[src/rtl/riscv_lsu_split.sv]
// Load/store unit between MEM and the data bus: lane steering, load extension,
// and two-beat splitting of accesses that cross an XLEN word boundary.
module riscv_lsu_split #(
    parameter int XLEN          = 32,
    parameter int ALEN          = 32,
    parameter bit MISALIGNED_EN = 1'b1
) (
    input  logic                clk,
    input  logic                rst_n,
    input  logic                req_valid,
    output logic                req_ready,
    input  logic                req_we,
    input  logic [2:0]          req_funct3,
    input  logic [ALEN-1:0]     req_addr,
    input  logic [XLEN-1:0]     req_wdata,
    output logic                bus_valid,
    input  logic                bus_ready,
    output logic                bus_we,
    output logic [ALEN-1:0]     bus_addr,
    output logic [XLEN/8-1:0]   bus_be,
    output logic [XLEN-1:0]     bus_wdata,
    input  logic                bus_rvalid,
    input  logic [XLEN-1:0]     bus_rdata,
    output logic                rsp_valid,
    output logic [XLEN-1:0]     rsp_rdata,
    output logic                rsp_fault
);
    localparam int NB  = XLEN / 8;
    localparam int OFS = $clog2(NB);

    localparam logic [2:0] S_IDLE  = 3'd0;
    localparam logic [2:0] S_REQ0  = 3'd1;
    localparam logic [2:0] S_WAIT0 = 3'd2;
    localparam logic [2:0] S_REQ1  = 3'd3;
    localparam logic [2:0] S_WAIT1 = 3'd4;
    localparam logic [2:0] S_RESP  = 3'd5;
    localparam logic [2:0] S_FAULT = 3'd6;

    logic [2:0]      state;
    logic            we_q;
    logic [2:0]      funct3_q;
    logic [ALEN-1:0] addr_q;
    logic [XLEN-1:0] wdata_q;
    logic            split_q;
    logic [XLEN-1:0] rdata0_q;
    logic [XLEN-1:0] rdata1_q;

    function automatic logic [XLEN-1:0] extend_load(input logic [XLEN-1:0] raw,
                                                    input logic [2:0] f3);
        logic signed [7:0]  b;
        logic signed [15:0] h;
        logic signed [31:0] w;
        b = raw[7:0];
        h = raw[15:0];
        w = raw[31:0];
        case (f3)
            3'b000:  extend_load = XLEN'(b);
            3'b001:  extend_load = XLEN'(h);
            3'b010:  extend_load = XLEN'(w);
            3'b100:  extend_load = XLEN'(raw[7:0]);
            3'b101:  extend_load = XLEN'(raw[15:0]);
            3'b110:  extend_load = XLEN'(raw[31:0]);
            default: extend_load = raw;
        endcase
    endfunction

    // In IDLE the live request drives the lane math; afterwards the latched copy does.
    logic            src_we;
    logic [2:0]      src_f3;
    logic [ALEN-1:0] src_addr;
    logic [XLEN-1:0] src_wdata;
    always_comb begin
        src_we    = we_q;
        src_f3    = funct3_q;
        src_addr  = addr_q;
        src_wdata = wdata_q;
        if (state == S_IDLE) begin
            src_we    = req_we;
            src_f3    = req_funct3;
            src_addr  = req_addr;
            src_wdata = req_wdata;
        end
    end

    logic [OFS-1:0]  ofs;
    logic [3:0]      size;
    logic [NB-1:0]   sz_mask;
    logic [4:0]      end_pos;
    logic            split;
    logic            illegal;
    logic            misal;
    logic [ALEN-1:0] beat0_addr;
    logic [ALEN-1:0] beat1_addr;
    logic [XLEN-1:0] r0_eff;
    logic [XLEN-1:0] r1_eff;
    logic [XLEN-1:0] raw;

    assign ofs = src_addr[OFS-1:0];

    always_comb begin
        case (src_f3[1:0])
            2'd0:    size = 4'd1;
            2'd1:    size = 4'd2;
            2'd2:    size = 4'd4;
            default: size = 4'd8;
        endcase
        sz_mask = '0;
        for (int i = 0; i < NB; i++) sz_mask[i] = (i < int'(size));
    end

    assign end_pos    = 5'(ofs) + 5'(size);
    assign split      = MISALIGNED_EN && (end_pos > 5'(NB));
    assign illegal    = (src_f3 == 3'b111) || (src_we && src_f3[2]) ||
                        ((XLEN == 32) && ((src_f3 == 3'b011) || (src_f3 == 3'b110)));
    assign misal      = !MISALIGNED_EN && ((src_addr[2:0] & 3'(size - 4'd1)) != 3'b000);
    assign beat0_addr = {src_addr[ALEN-1:OFS], {OFS{1'b0}}};
    assign beat1_addr = beat0_addr + ALEN'(NB);

    // The beat currently being acknowledged is taken straight off the bus.
    assign r0_eff = (state == S_WAIT0) ? bus_rdata : rdata0_q;
    assign r1_eff = (state == S_WAIT1) ? bus_rdata : rdata1_q;
    assign raw    = (r0_eff >> {ofs, 3'b000}) | (r1_eff << (XLEN - 8 * int'(ofs)));

    assign req_ready = (state == S_IDLE);

    always_ff @(posedge clk or negedge rst_n) begin
        if (!rst_n) begin
            state     <= S_IDLE;
            we_q      <= 1'b0;
            funct3_q  <= 3'b000;
            addr_q    <= '0;
            wdata_q   <= '0;
            split_q   <= 1'b0;
            rdata0_q  <= '0;
            rdata1_q  <= '0;
            bus_valid <= 1'b0;
            bus_we    <= 1'b0;
            bus_addr  <= '0;
            bus_be    <= '0;
            bus_wdata <= '0;
            rsp_valid <= 1'b0;
            rsp_rdata <= '0;
            rsp_fault <= 1'b0;
        end else begin
            rsp_valid <= 1'b0;
            rsp_fault <= 1'b0;
            rsp_rdata <= '0;
            case (state)
                S_IDLE: begin
                    if (req_valid) begin
                        we_q     <= req_we;
                        funct3_q <= req_funct3;
                        addr_q   <= req_addr;
                        wdata_q  <= req_wdata;
                        split_q  <= split;
                        if (illegal || misal) begin
                            state     <= S_FAULT;
                            rsp_valid <= 1'b1;
                            rsp_fault <= 1'b1;
                        end else begin
                            state     <= S_REQ0;
                            bus_valid <= 1'b1;
                            bus_we    <= req_we;
                            bus_addr  <= beat0_addr;
                            bus_be    <= sz_mask << ofs;
                            bus_wdata <= src_wdata << {ofs, 3'b000};
                        end
                    end
                end
                S_REQ0: begin
                    if (bus_ready) begin
                        bus_valid <= 1'b0;
                        state     <= S_WAIT0;
                    end
                end
                S_WAIT0: begin
                    if (bus_rvalid) begin
                        rdata0_q <= bus_rdata;
                        if (split_q) begin
                            state     <= S_REQ1;
                            bus_valid <= 1'b1;
                            bus_addr  <= beat1_addr;
                            bus_be    <= sz_mask >> (NB - int'(ofs));
                            bus_wdata <= src_wdata >> (XLEN - 8 * int'(ofs));
                        end else begin
                            state     <= S_RESP;
                            rsp_valid <= 1'b1;
                            rsp_rdata <= we_q ? '0 : extend_load(raw, funct3_q);
                        end
                    end
                end
                S_REQ1: begin
                    if (bus_ready) begin
                        bus_valid <= 1'b0;
                        state     <= S_WAIT1;
                    end
                end
                S_WAIT1: begin
                    if (bus_rvalid) begin
                        rdata1_q  <= bus_rdata;
                        state     <= S_RESP;
                        rsp_valid <= 1'b1;
                        rsp_rdata <= we_q ? '0 : extend_load(raw, funct3_q);
                    end
                end
                S_RESP:  state <= S_IDLE;
                S_FAULT: state <= S_IDLE;
                default: state <= S_IDLE;
            endcase
        end
    end
endmodule
[config.mk]
export PLATFORM = sky130hd
export DESIGN_NAME = riscv_lsu_split
export DESIGN_NICKNAME = d
export VERILOG_FILES = /design/src/rtl/riscv_lsu_split.sv
export SDC_FILE = /design/constraint.sdc
export NUM_CORES = 1
export LEC_CHECK = 0
export CAP_MARGIN = 5
export CORE_MARGIN = 2
export CORE_UTILIZATION = 45
export CTS_BUF_LIST = sky130_fd_sc_hd__clkbuf_8
export CTS_CLUSTER_DIAMETER = 150
export DETAILED_ROUTE_END_ITERATION = 8
export PLACE_DENSITY = 0.76
export SYNTH_ARGS = -nofsm -noshare
export SYNTH_HDL_FRONTEND = slang
export SYNTH_SLANG_ARGS = --single-unit
[constraint.sdc]
create_clock -name clk -period 3.6 [get_ports clk]
set_input_delay 0.54 -clock clk [delete_from_list [all_inputs] [get_ports clk]]
set_output_delay 0.54 -clock clk [all_outputs]
set_load 0.02 [all_outputs]
Yosys cells after proc, flatten, opt, wreduce, memory -nomap -nowiden

Cells that the tools add are included.

Add/subtract/negate cells: 4
Magnitude comparators: 5
Equal/unequal tests: 20
Shifts and indexed selects: 6
Mux-type cells: 49
Bitwise logic cells: 2
Reductions and logical operators: 17

Operators by type and width:

| cell                  | number |
|---|---|
| $mux 32               | 16 |
| $pmux 32 s2           | 3 |
| $pmux 32 s4           | 1 |
| $add 32x3->32 const B | 1 |
| $or 32x32->32         | 1 |
| $shl 32x32->32        | 1 |
| $shl 32x5->32         | 1 |
| $shr 32x32->32        | 1 |
| $shr 32x5->32         | 1 |
| $shr 4x32->4          | 1 |
| $mux 3                | 8 |
| $mux 4                | 4 |
| $eq 3x3->1 const B    | 5 |
| $pmux 3 s5            | 1 |
| $ne 2x2->1 const B    | 7 |
| $mux 1                | 12 |
| $pmux 4 s3            | 1 |
| $reduce_and 5->1      | 2 |
| $eq 3x2->1 const B    | 3 |
| $lt 1x4->1 const A    | 2 |
| $lt 2x4->1 const A    | 2 |
| $pmux 4 s2            | 1 |
| $sub 6x5->7 const A   | 1 |
| $eq 3x1->1 const B    | 2 |
| 19 further kinds      | 25 |

Flip-flop bits (word level): 240
Input bits: 105
Output and inout port bits: 105
Logic and storage cells: 119

Logic depth before layout (Yosys ltp)

Depth in word-level cells: 10
Mapped depth: 17
Gate-level depth less buffers: 10

Worst setup path before layout

Ideal clock, no wire load.

Path type: flip-flop to flip-flop
From: register state[1]
To: register bus_addr[20]
Setup time: 0.125 ns
Arrival time: 3.548 ns
Required time: 3.475 ns
Setup slack: -0.072 ns
Cell stages (with the launch flop): 17
Buffers on the path: 6
Period minus slack after synthesis: 3.672 ns
Cells stage by stage: dfrtp_1 > buf_6 > or3_1 > buf_6 > clkinv_2 > buf_6 > buf_6 > buf_4 > buf_2 > nand2_1 > nand2_1 > ha_1 > nand4bb_1 > nor4_1 > o2111ai_2 > xor2_1 > mux2_2

Cells in the longest elaborated chain, start to end: 7
Elaborated cells on any way between the ends: 24
Classes of those cells: add/sub (1); eq/ne (8); mux (8); reduce/logical (7)

Ends and longest elaborated chain:

| what                                                                  | RTL line | RTL |
|---|---|---|
| start: declaration                                                    | 39       | `logic [2:0] state;` |
| start signal: assignment                                              | 128      | `state <= S_IDLE;` |
| start signal: assignment                                              | 157      | `state <= S_FAULT;` |
| start signal: assignment                                              | 161      | `state <= S_REQ0;` |
| $logic_not 3->1 (*)                                                   | -        |  |
| named net req_ready                                                   | 11       | `output logic req_ready,` |
| parallel branches: the longest is 6 deep, another holds $add 32x3->32 | -        |  |
| end signal: assignment                                                | 164      | `bus_addr <= beat0_addr;` |
| end signal: assignment                                                | 182      | `bus_addr <= beat1_addr;` |
| end: declaration                                                      | 19       | `output logic [ALEN-1:0] bus_addr,` |

Mark *: on every way through the listed nets, which the timed path passes. The select of a mux whose other input is x is not followed.
A chain may end at the register's enable or synchronous reset.

Worst setup path after layout

From: register state[1]
To: output port req_ready

Cells in the longest elaborated chain, start to end: 1

Ends and longest elaborated chain:

| what             | RTL line | RTL |
|---|---|---|
| $logic_not 3->1  | 124      | `assign req_ready = (state == S_IDLE);` |
| end: declaration | 11       |  |

Every way passes these cells.

==> impl_metrics.py <==
metrics = {
    "synth": {
        "synth.yosys.warnings": 0,
        "syn-instance-count": 1328,
        "ys_seq_elements": 230,
        "async_flop_share": 1.00,
        "synth_top_flop_cell": "sky130_fd_sc_hd__dfrtp_1",
        "synth-adder-area-share": 0.00189,
        "synth_top_family_by_area": "multiplexers",
        "mux_cell_area_share_after_synthesis": 0.211,
        "post_synthesis_share_of_cell_area_spent_on_xor_and_xnor_gates": 0.0106,
        "synth_area_um2": 13300,
        "synth_enable_flop_cells": 0,
        "synthSimpleGateAreaFrac": 0.155,
        "unique_masters_post_synth": 79,
        "complex_gate_fraction_of_the_synthesized_area": 0.142,
        "synth_sequential_area_ratio": 0.434,
        "synthesis.area_per_instance_um2": 9.99,
    },
    "worst_setup_path": {
        "cp-endpoint": "req_ready",
        "crit_buf_inv": 3,
        "worstPathCellList": "or3_2, clkinv_2, buf_4, clkdlybuf4s50_1",
        "critical_path.slowest_cell": "sky130_fd_sc_hd__clkdlybuf4s50_1",
        "path_max_fanout": 28,
        "critical-path-top-delay-family": "buffers and inverters",
        "critical_path_class": "reg2out",
        "worstSetupPathDepth": 4,
        "crit-reg2reg-launch": "state[1]",
        "worst_ep_arrival_time_ns": 2.58,
        "reg2reg_depth": 8,
        "r2r_end": "bus_wdata[5]",
        "regToRegSetupSlack_ns": 0.51,
        "startpoint_type": "register",
        "cp.required_ns": 3.06,
        "critPathLaunch": "state[1]",
        "cp_endpoint_kind": "output pin",
        "max_stage_delay_ns": 0.68,
    },
    "routing": {
        "via_count": 11400,
        "drtIter0Drc": 1159,
        "ant_nets": 0,
        "drt_wl_total_um": 40100,
        "routed_wire_length_per_instance_um": 20.8,
        "vias_per_cell": 5.93,
        "drt_pre_antenna_iters": 5,
        "drt_drc_violations_left": 0,
    },
    "global_route": {
        "globalRoute.busiestLayer": "met2",
        "antenna_found_initial": 2,
        "first_global_vias": 11200,
        "grt_util_all_layers": 0.258,
        "global_route_overflow": 0,
        "maximum_number_of_pins_on_one_net_before_global_route_repair": 94,
        "grtUsageMet3": 0.0452,
        "grt_pass1_wl_um": 63100,
        "met1_track_usage_gr": 0.357,
        "grt.met2_usage": 0.408,
    },
    "clocking": {
        "cts.repair.resized": 0,
        "post-cts-setup-buffer-count": 0,
        "insertion_delay_ns": 0.56,
        "clkSlewWorstSetupHoldPaths_ns": 0.05,
        "cts_sinks": 230,
        "tritoncts.num_buffers": 42,
        "clockBufferDepth": 3,
        "clk_root_buffer_cell": "sky130_fd_sc_hd__clkbuf_8",
        "cts-hold-fix-buffers": 0,
        "cts_max_level": 2,
        "tritoncts_clock_tree": "done",
    },
    "pwr": {
        "switching_power_of_the_nets_mw": 6.63,
        "sw_frac_of_total": 0.431,
        "ir_drop_v": 0.000520,
        "clock_power_share": 0.163,
        "power_report.internal_total_mw": 8.77,
        "p_per_area_nw_per_um2": 934,
        "power_leakage_nw": 7.48,
        "power.combinational.fraction": 0.543,
        "power.sequential.fraction": 0.294,
    },
    "sta": {
        "min_period_ns": 3.12,
        "final-max-slew-violation-count": 0,
        "slew_headroom": 0.258,
        "worst_clock_skew_on_the_final_layout_ns": 0.0291,
        "finalCritPeriodShare": 0.868,
        "max_slew.worst_pin.slew_ns": 1.11,
        "worst_hold_slack_ns": -0.0300,
        "max_clock_freq_ghz": 0.320,
        "hold_viol": 13,
        "totalNegativeSetupSlack_ns": 0,
        "setup_failing_eps_final": 0,
        "rsz_0062_raised_after_global_routing": "no",
    },
    "finish": {
        "mostFrequentLayoutCell": "sky130_fd_sc_hd__nand2_1",
        "design_area_um2": 16500,
        "register_area_um2": 5760,
        "mostFrequentLayoutCells": "265 x sky130_fd_sc_hd__nand2_1, 230 x sky130_fd_sc_hd__dfrtp_1, 205 x sky130_fd_sc_hd__clkdlybuf4s50_1, 138 x sky130_fd_sc_hd__mux2i_1, 109 x sky130_fd_sc_hd__mux2_2",
        "layout.filler_cells": 2481,
        "area_growth_pct": 24.3,
        "area_of_the_multi_input_gates_um2": 6950,
        "finalNetCount": 1620,
        "post_route_cells_drive_above_1_share": 0.167,
    },
    "worst_hold_path": {
        "hp-class": "in2async",
    },
    "floorplanning": {
        "io_pins": 210,
        "num_rows": 62,
        "die-height_um": 176,
        "chipWidth_um": 176,
        "initial_core_utilization": 0.460,
        "coreArea_um2": 28900,
        "design.die.area_um2": 30900,
    },
    "placement": {
        "place.port_buffers": 207,
        "detailed_placement_hpwl_um": 27400,
        "routability_cong": 0.943,
        "dpl-instance-area_um2": 15600,
    },
    "run_status": {
        "violations": "hold timing",
        "outcome": "complete, but fails checks",
    },
    "run": {
        "max_cap_viol_count": 0,
    },
}
[power groups by stage]
stage | clock [mW] | sequential, mW | combinational [mW]
2_1_floorplan | 0 | 4.73 | 5.45
3_3_place_gp | 0 | 4.49 | 8.04
3_5_place_dp | 0 | 4.53 | 8.21
4_1_cts | 2.57 | 4.50 | 8.27
5_1_grt | 2.69 | 4.65 | 8.97
6_report | 2.52 | 4.52 | 8.36
[kinds of logic (layout without fill, tap and decap cells)]
logic type,after synthesis,in the layout
compound gates,258,258
xor+xnor,16,16
fa+ha+maj,2,2
buf+inv,118,332
flops,230,230
mux,256,256
other cells,1,3
simple gates,447,447
[worst min path at each step]
stage                     startpoint  slack, ns          end
after floorplan                rst_n       0.24    addr_q[0]
after global placement    addr_q[30]       0.46   addr_q[30]
after detailed placement  addr_q[31]       0.46   addr_q[31]
after CTS                      rst_n      0.005  wdata_q[26]
after global routing           rst_n       0.03  wdata_q[26]
final                          rst_n      -0.03  wdata_q[26]
[per-stage QoR]
stage	cells	utilization	worst slack (ns)	power [mW]
after floorplan	1329	-	0.122	10.2
after global placement	1853	0.542	0.577	12.5
after detailed placement	1853	0.542	0.539	12.7
after CTS	1927	0.571	0.454	15.3
after global routing	1927	0.571	0.311	16.3
final	1928	0.572	0.475	15.4
[synthesized netlist by cell type (6+ instances only)]
master | number | area (µm²)
sky130_fd_sc_hd__mux4_2 | 8 | 180
sky130_fd_sc_hd__inv_1 | 10 | 37.5
sky130_fd_sc_hd__or4_1 | 7 | 52.6
sky130_fd_sc_hd__a22o_1 | 16 | 140
sky130_fd_sc_hd__nor3_1 | 10 | 50.1
sky130_fd_sc_hd__clkbuf_1 | 36 | 135
sky130_fd_sc_hd__a21o_1 | 17 | 128
sky130_fd_sc_hd__o31ai_1 | 9 | 67.6
sky130_fd_sc_hd__mux2i_1 | 139 | 1390
sky130_fd_sc_hd__nor4_1 | 6 | 37.5
sky130_fd_sc_hd__o211ai_1 | 26 | 195
sky130_fd_sc_hd__o21ai_0 | 48 | 240
sky130_fd_sc_hd__nand2_1 | 266 | 998
sky130_fd_sc_hd__a211oi_1 | 25 | 188
sky130_fd_sc_hd__a221oi_1 | 11 | 96.3
sky130_fd_sc_hd__a21oi_1 | 38 | 190
sky130_fd_sc_hd__xor2_1 | 8 | 70.1
sky130_fd_sc_hd__buf_6 | 9 | 101
sky130_fd_sc_hd__dfrtp_1 | 230 | 5760
sky130_fd_sc_hd__buf_1 | 8 | 30.0
sky130_fd_sc_hd__a211o_1 | 7 | 61.3
sky130_fd_sc_hd__nor2_1 | 24 | 90.1
sky130_fd_sc_hd__buf_4 | 13 | 97.6
sky130_fd_sc_hd__mux2_2 | 109 | 1230
sky130_fd_sc_hd__nand3_1 | 62 | 310
sky130_fd_sc_hd__a22oi_1 | 7 | 52.6
sky130_fd_sc_hd__nand4_1 | 12 | 75.1
sky130_fd_sc_hd__xnor2_1 | 8 | 70.1
sky130_fd_sc_hd__buf_2 | 40 | 200
sky130_fd_sc_hd__nor2b_1 | 17 | 106
sky130_fd_sc_hd__o31a_1 | 8 | 70.1
sky130_fd_sc_hd__and3_1 | 13 | 81.3
[state kept, by name, indices dropped and copies added, names as in the netlist]
name	cells
state	3
rsp_rdata	32
split_q	1
addr_q	32
funct3_q	3
rsp_fault	1
bus_valid	1
bus_we	1
rdata1_q	24
rsp_valid	1
bus_addr	30
rdata0_q	32
bus_be	4
bus_wdata	32
we_q	1
wdata_q	32
[routing by layer]
| metal | vias to the layer above | routed length [µm] | share of wire |
|---|---|---|---|
| li1 | 5199 | - | - |
| met1 | 5569 | 17200 | 0.43 |
| met2 | 576 | 18500 | 0.46 |
| met3 | 97 | 3220 | 0.080 |
| met4 | 0 | 1280 | 0.032 |
| met5 | - | 0 | 0 |
[cell type report]
type                    count  share of cell area
multi-input cells         981               0.421
flip-flops and latches    230               0.349
clock inverters            20             0.00683
repair buffers            247               0.146
diodes                      1            0.000152
clock buffers              54              0.0451
well taps                 384              0.0291
inverters                  11             0.00258
Note: power is estimated with default switching activity, not from simulation.
